File: config.mk
export PLATFORM = sky130hd
export DESIGN_NAME = mpshare
export DESIGN_NICKNAME = d
export VERILOG_FILES = /design/src/rtl/mp_pkg.sv /design/src/rtl/mpshare_rr_arbiter.sv /design/src/rtl/mpshare.sv
export SDC_FILE = /design/constraint.sdc
export NUM_CORES = 1
export LEC_CHECK = 0
export BUFFER_PORTS_ARGS = -buffer_cell sky130_fd_sc_hd__buf_4
export CAP_MARGIN = 5
export CORE_AREA = 2 2 102 104
export DETAILED_ROUTE_END_ITERATION = 16
export DIE_AREA = 0 0 104 106
export GPL_TIMING_DRIVEN = 0
export PLACE_DENSITY = 0.69
export RECOVER_POWER = 50
export SLEW_MARGIN = 20
export SYNTH_ARGS = -nofsm -noshare
export SYNTH_HDL_FRONTEND = slang
export SYNTH_SLANG_ARGS = --single-unit
File: constraint.sdc
create_clock -name clk -period 5.89 [get_ports clk]
set_input_delay 0.8835 -clock clk [delete_from_list [all_inputs] [get_ports clk]]
set_output_delay 0.8835 -clock clk [all_outputs]
set_load 0.005 [all_outputs]
File: src/rtl/mp_pkg.sv
// Shared widths and the in-flight tag type for the multiplier-sharing scheduler.
package mp_pkg;
    localparam int MP_CANDW   = 24;
    localparam int MP_PLIERW  = 16;
    localparam int MP_PRODW   = 24;
    localparam int MP_MAXREQ  = 8;
    localparam int MP_IDW     = $clog2(MP_MAXREQ);

    typedef struct packed {
        logic              valid;
        logic [MP_IDW-1:0] id;
    } mp_tag_t;

    // Round-robin successor of a client id, wrapping at nreq.
    function automatic logic [MP_IDW-1:0] mp_next_id(input logic [MP_IDW-1:0] id,
                                                     input int nreq);
        return (int'(id) == nreq - 1) ? '0 : id + MP_IDW'(1);
    endfunction
endpackage

File: src/rtl/mpshare_rr_arbiter.sv
// Combinational round-robin arbiter: first requester at or above ptr wins,
// otherwise the lowest requester (wrap-around). Grant is masked by en.
module rr_arbiter
    import mp_pkg::*;
#(
    parameter int NREQ = 4
) (
    input  logic [NREQ-1:0]   req,
    input  logic              en,
    input  logic [MP_IDW-1:0] ptr,
    output logic [NREQ-1:0]   gnt,
    output logic [MP_IDW-1:0] id
);
    logic              found_hi;
    logic              found_lo;
    logic [MP_IDW-1:0] id_hi;
    logic [MP_IDW-1:0] id_lo;
    logic              any_req;

    // Scanning downward leaves the lowest match in each half of the search.
    always_comb begin
        found_hi = 1'b0;
        found_lo = 1'b0;
        id_hi    = '0;
        id_lo    = '0;
        for (int k = NREQ - 1; k >= 0; k--) begin
            if (req[k]) begin
                found_lo = 1'b1;
                id_lo    = MP_IDW'(k);
                if (MP_IDW'(k) >= ptr) begin
                    found_hi = 1'b1;
                    id_hi    = MP_IDW'(k);
                end
            end
        end
    end

    assign id      = found_hi ? id_hi : id_lo;
    assign any_req = found_hi | found_lo;

    generate
        for (genvar gi = 0; gi < NREQ; gi++) begin : g_gnt
            assign gnt[gi] = en & any_req & (id == MP_IDW'(gi));
        end
    endgenerate
endmodule

File: src/rtl/mpshare.sv
// Round-robin time-sharing of one fixed-latency multiplier among NREQ clients:
// registers the winner's operands and tags each product with its owner.
module mpshare
    import mp_pkg::*;
#(
    parameter int NREQ  = 4,
    parameter int MPLAT = 2
) (
    input  logic                       clk,
    input  logic                       rst_n,
    input  logic [NREQ-1:0]            req_i,
    input  logic [MP_CANDW*NREQ-1:0]   mpcand_i,
    input  logic [MP_PLIERW*NREQ-1:0]  mplier_i,
    output logic [NREQ-1:0]            gnt_o,
    output logic [NREQ-1:0]            done_o,
    output logic [MP_PRODW-1:0]        mprod_o,
    input  logic                       mpready_i,
    output logic [MP_CANDW-1:0]        mpcand_o,
    output logic [MP_PLIERW-1:0]       mplier_o,
    input  logic [MP_PRODW-1:0]        mprod_i
);
    logic [MP_IDW-1:0]    ptr_reg;
    logic [MP_IDW-1:0]    win_id;
    logic [NREQ-1:0]      gnt;
    logic                 issue;
    logic [MP_CANDW-1:0]  cand_next;
    logic [MP_PLIERW-1:0] plier_next;
    logic [MP_CANDW-1:0]  cand_reg;
    logic [MP_PLIERW-1:0] plier_reg;

    // Stage 0 travels with the operand register; stages 1..MPLAT track the multiplier.
    mp_tag_t tag_reg [MPLAT+1];

    rr_arbiter #(.NREQ(NREQ)) u_arb (
        .req (req_i),
        .en  (mpready_i & rst_n),
        .ptr (ptr_reg),
        .gnt (gnt),
        .id  (win_id)
    );

    assign gnt_o = gnt;
    assign issue = |gnt;

    always_comb begin
        cand_next  = '0;
        plier_next = '0;
        for (int k = 0; k < NREQ; k++) begin
            if (gnt[k]) begin
                cand_next  = mpcand_i[k*MP_CANDW +: MP_CANDW];
                plier_next = mplier_i[k*MP_PLIERW +: MP_PLIERW];
            end
        end
    end

    always_ff @(posedge clk or negedge rst_n) begin
        if (!rst_n) begin
            ptr_reg   <= '0;
            cand_reg  <= '0;
            plier_reg <= '0;
            for (int s = 0; s <= MPLAT; s++) begin
                tag_reg[s] <= '0;
            end
        end else begin
            if (issue) begin
                cand_reg  <= cand_next;
                plier_reg <= plier_next;
                ptr_reg   <= mp_next_id(win_id, NREQ);
            end
            // The tag pipe never stalls: the multiplier has fixed latency.
            tag_reg[0] <= {issue, win_id};
            for (int s = 1; s <= MPLAT; s++) begin
                tag_reg[s] <= tag_reg[s-1];
            end
        end
    end

    assign mpcand_o = cand_reg;
    assign mplier_o = plier_reg;
    assign mprod_o  = mprod_i;

    generate
        for (genvar gi = 0; gi < NREQ; gi++) begin : g_done
            assign done_o[gi] = tag_reg[MPLAT].valid & (tag_reg[MPLAT].id == MP_IDW'(gi));
        end
    endgenerate
endmodule

Yosys cells after proc, flatten, opt, wreduce, memory -nomap -nowiden:

Index checks and enable logic that the tools add are counted.

* register bits: 55
* latch bits: 0
* memory bits (writable): 0
* bits in read-only memories: 0
* input port bits: 191
* output and inout bits: 72
* memories kept: 0

* $add $sub $neg: 1
* multipliers: 0
* divide/modulo/power cells: 0
* magnitude comparators: 4
* equal/unequal tests: 7
* shift operators: 0
* mux-type cells: 34
* bitwise logic cells: 11
* reduce and logical (&&, ||, !) cells: 3

Operator list (number)
* $mux W24: 4
* $mux W16: 4
* $mux W3: 9
* $eq A3 B2 Y1 const B: 4
* $mux W1: 12
* $and A1 B1 Y1: 10
* $mux W2: 5
* $eq A3 B1 Y1 const B: 2
* $ge A1 B3 Y1 const A: 2
* $ge A2 B3 Y1 const A: 2
* $logic_not A3 Y1: 2
* $reduce_or A4 Y1: 1
* $add A3 B1 Y3 const B: 1
* $eq A3 B3 Y1 const B: 1
* $or A1 B1 Y1: 1

Depth between registers and ports, before layout:

* word-level depth: 16
* gate-level depth with buffers: 9
* gate-level depth less buffers: 7

Modules after synthesis:

A second synthesis with hierarchy kept.

* cells, all modules: 400
* area total of the unflattened synthesis: 3616.0 um2

Modules (own cells, without submodules)
* mpshare: times used 1, cells an instance 368, area each 3405.8 um2
* rr_arbiter: times used 1, cells an instance 32, area each 210.2 um2

Worst setup path before layout:

OpenSTA, ideal clock, no wires.

* path kind: input port to output port
* from: input req_i[2]
* to: output gnt_o[3]
* arrival: 2252 ps
* data required time: 5007 ps
* slack: 2755 ps
* stages: 7
* path buffers: 2
* path through: mux2_2 -> nand2_1 -> and3_1 -> ha_1 -> clkbuf_1 -> clkbuf_1 -> and3_1

* word-level cells in the longest chain between the ends: 8
* elaborated cells on any way between the ends: 21
* those cells by class: 1 x eq/ne; 17 x mux; 3 x bitwise

Ends and longest elaborated chain
* from (decl): RTL line mpshare.sv:11 `input logic [NREQ-1:0] req_i,`
* $mux W3 or $mux W1 (tied branches): RTL line mpshare_rr_arbiter.sv:27 `if (req[k]) begin`
* $mux W3 or $mux W1 (tied branches): RTL line mpshare_rr_arbiter.sv:30 `if (MP_IDW'(k) >= ptr) begin`
* $mux W3 or $mux W1 (tied branches): RTL line mpshare_rr_arbiter.sv:27
* $mux W3 or $mux W1 (tied branches): RTL line mpshare_rr_arbiter.sv:30
* $mux W3 or $mux W1 (tied branches): RTL line mpshare_rr_arbiter.sv:27
* $mux W3 (*): RTL line mpshare_rr_arbiter.sv:38 `assign id = found_hi ? id_hi : id_lo;`
* named net u_arb.id[0]: RTL line mpshare_rr_arbiter.sv:12 `output logic [MP_IDW-1:0] id`
* $eq A3 B2 Y1 (*): RTL line mpshare_rr_arbiter.sv:43 `assign gnt[gi] = en & any_req & (id == MP_IDW'(gi));`
* $and A1 B1 Y1 (*): RTL line mpshare_rr_arbiter.sv:43
* to (decl): RTL line mpshare.sv:14 `output logic [NREQ-1:0] gnt_o,`

The timed path passes the listed nets; every way through them passes the cells marked *.

Worst setup path after layout:

* from: input req_i[0]
* to: output gnt_o[3]

* word-level cells in the longest chain between the ends: 4
* elaborated cells on any way between the ends: 9
* those cells by class: 1 x eq/ne; 5 x mux; 3 x bitwise

Ends and longest elaborated chain (RTL line)
* $mux W2, or another cell as far along: mpshare_rr_arbiter.sv:27
* $mux W3 (*): mpshare_rr_arbiter.sv:38
* named net u_arb.id[0]: mpshare_rr_arbiter.sv:12
* $eq A3 B2 Y1 (*): mpshare_rr_arbiter.sv:43
* $and A1 B1 Y1 (*): mpshare_rr_arbiter.sv:43

Marked as above.

==> run_results.csv <==
group,metric,value,unit
timing,maxClockFrequency,0.2599,GHz
finish,synthToLayoutAreaGrowth,58.01,%
detailed_routing,drtIter0Drc,196,
job,drv_cap,0,
timing,rsz0062_at_grt,"no",
setup_path,worst-path-buf-inv,4,
detailed_routing,drt_wl_total,13100,um
global_route,grt.total_usage,22.53,%
timing,worst_pin_slew,0.6520,ns
clocking,cts_sinks,51,
timing,hold_viol_final,0,
clocking,cts_resized,0,
hold_path,min_from,"tag_reg[8]$_DFF_PN0_",
setup_path,crit_top_cell,"clkbuf_1",
synthesis,syn-num-nets,629,
synthesis,synth_area_per_cell,8.211,um2
synthesis,syn_inst,434,
setup_path,arrival,2.96,ns
setup_path,slowest_stage,"clkbuf_1",
finish,layout-drive-gt1-share,40.00,%
setup_path,end_kind,"output port",
detailed_routing,route.detailed.drc,0,
die,fp.dieW,104,um
timing,relSlewSlack,56.53,%
synthesis,synth_area_leaders,"dfrtp_1 36%, a21oi_1 12%, a221o_1 11%",
detailed_routing,wl_per_cell,16.05,um
power,irDropWorstVdd,0.0001377,V
clocking,path_clk_slew,0.10,ns
timing,maxSlewViolCount,0,
synthesis,yosysWarningCount,0,
timing,setup_violations,0,
setup_path,crit_fanout,10,
synthesis,synth-adder-area-share,1.404,%
synthesis,synth_xor_area_share,0,%
synthesis,ys_seq_area_share,35.81,%
synthesis,synth_top_area_share,35.81,%
setup_path,path_delay_family,"buffers and inverters",
clocking,cts_made_buffers,5,
detailed_routing,ant_nets,0,
finish,largest_reg_flops,24,
finish,n_antenna_cell,0,
synthesis,synth_compound_area_share,31.00,%
setup_path,crit_path_start,"req_i[0]",
clocking,post_cts_buffers,0,
placed_design,io_buffers,238,
setup_path,cpPeakStageDelay,0.48,ns
synthesis,synth.distinct_cells,29,
die,fp.coreArea,0.01000,mm2
global_route,grt_max_degree,53,
finish,layout.nets,874,
clocking,hold_buffers,0,
global_route,grt_pass1_vias,4082,
clocking,htreeDepth,2,
synthesis,netlist_area,0.003563,mm2
synthesis,synth_top_family_by_area,"compound AO/OA/AOI/OAI gates",
synthesis,synthSimpleGateAreaFrac,15.63,%
run_status,outcome,"completed",
clocking,cts_max_path_buffers,2,
synthesis,synth_seq_cells,51,
global_route,grt_pass1_wl,20180,um
setup_path,worst-setup-path-type,"input pin to output port",
power,p_leak,0.002677,uW
timing,finalCritPeriodShare,65.33,%
die,die_y,106,um
global_route,antenna_found_initial,0,
finish,fin_area,0.005630,mm2
power,power_density,317.3,mW/mm2
setup_path,r2r-start,"ptr_reg[1]$_DFFE_PN0P_",
setup_path,cp_cell_sequence,"clkbuf_1 > mux2_2 > nand2_1 > and3_1 > ha_1 > clkbuf_1 > clkbuf_1 > and3_1 > buf_4",
placed_design,place_area,0.005520,mm2
timing,finalClockSkew,0.008314,ns
setup_path,cp-start-kind,"input pin",
timing,layout_min_cycle_time,3.848,ns
synthesis,synth_mux_area_share,0.7374,%
die,pin_count,263,
clocking,cts_tree,"done",
placed_design,place.detailed.hpwl,10140,um
detailed_routing,viasPerCell,5.134,
placed_design,place.gp.congestion,0.8436,
clocking,insertion_delay,0.31,ns
setup_path,required,5.01,ns
detailed_routing,dr.pass1.iters,5,
die,dieArea,0.01102,mm2
die,num_rows,37,
die,initial_core_util,35.64,%
global_route,grt_overflow_total,0,
hold_path,worst_hold_path_type,"register to register",
clocking,root_buffer,"clkbuf_8",
timing,fin_tns_setup,0,ns
synthesis,yosys.area.top_type,"dfrtp_1",
detailed_routing,vias,4189,
==> cell usage after synthesis <==
cell type	n
a31oi_1	40
a41oi_1	1
a221o_1	40
inv_1	41
mux2_2	1
buf_4	24
and3_1	6
dfrtp_1	51
buf_6	5
o22ai_1	1
o22a_1	1
buf_1	3
nor2_1	1
a21oi_1	83
buf_2	1
nand3_1	1
clkbuf_1	38
nor3b_1	1
and2_4	1
and2_1	1
and3b_1	1
or4_1	1
mux2_4	1
a21o_1	1
o21a_1	1
ha_1	4
nand3b_1	41
nand2b_1	1
nand2_1	42
==> routing by layer <==
layer  up-vias  GRT usage, %  share of wire, %
met1      1924         26.09                39
li1       2032             -                 -
met3        17         6.009               9.0
met4         0         5.309               1.4
met5         -             0                 0
met2       216         41.45                51
==> stage by stage <==
step | power (uW) | instances | hold WS [ns] | utilization (%) | setup WS [ns]
after global placement | 1500 | 808 | 0.3311 | 55.21 | 2.117
after detailed placement | 1526 | 808 | 0.3347 | 55.21 | 2.049
after floorplan | 1083 | 434 | 0.3312 | - | 2.755
final | 1786 | 816 | 0.3556 | 56.31 | 2.042
after global routing | 1918 | 816 | 0.3735 | 56.31 | 1.918
after CTS | 1819 | 816 | 0.3578 | 56.57 | 2.044
==> power by group <==
part           internal, uW  switching, uW  total (uW)
clock                   169            119         288
combinational           482            477         958
sequential              468           72.1         540
total                  1120            668        1790
==> cells by family (layout without fill, tap and decap cells) <==
logic type / after synthesis / after routing
AOI/OAI and AO/OA: 168 / 168
adders and majority gates: 4 / 4
buffers and inverters: 112 / 358
DFF: 51 / 51
muxes: 2 / 2
and+or+nand+nor: 97 / 97
==> cell type report <==
class                      count  area (um2)
sequential                    51        1276
inverter                      41       153.9
clock buffer                   5       68.82
clock inverter                 3       67.56
buffer                        71       395.4
tap                          136       170.2
fill                         966        4369
timing repair buffer         238        1760
multi-input combinational    271        1738
==> placed cells by master (no fill, tap or decap) <==
master      synthesis  final
buf_1               3      3
a41oi_1             1      1
o22ai_1             1      1
and2_4              1      1
and3_1              6      6
clkbuf_8            0      5
buf_6               5      5
dfrtp_1            51     51
mux2_4              1      1
o22a_1              1      1
ha_1                4      4
nor3b_1             1      1
clkbuf_1           38     45
a21o_1              1      1
nand3_1             1      1
a31oi_1            40     40
inv_1              41     41
clkinvlp_4          0      1
nand2_1            42     42
nor2_1              1      1
a221o_1            40     40
mux2_2              1      1
a21oi_1            83     83
buf_4              24    233
nand3b_1           41     41
buf_2               1      1
and2_1              1      1
o21a_1              1      1
bufinv_16           0      2
nand2b_1            1      1
and3b_1             1      1
or4_1               1      1
clkbuf_4            0     22
==> worst paths after layout <==
check / to / slack, ns / cells past startpoint
min reg2reg: tag_reg[4]$_DFF_PN0_ / 0.36 / 0
min in group asynchronous: mplier_o[5]$_DFFE_PN0P_ / 0.60 / 1
min: tag_reg[4]$_DFF_PN0_ / 0.36 / 0
max: gnt_o[3] / 2.04 / 9
max reg2reg: mplier_o[15]$_DFFE_PN0P_ / 3.00 / 9
max in group asynchronous: ptr_reg[0]$_DFFE_PN0P_ / 4.85 / 1
Note: power is estimated with default switching activity, not from simulation.
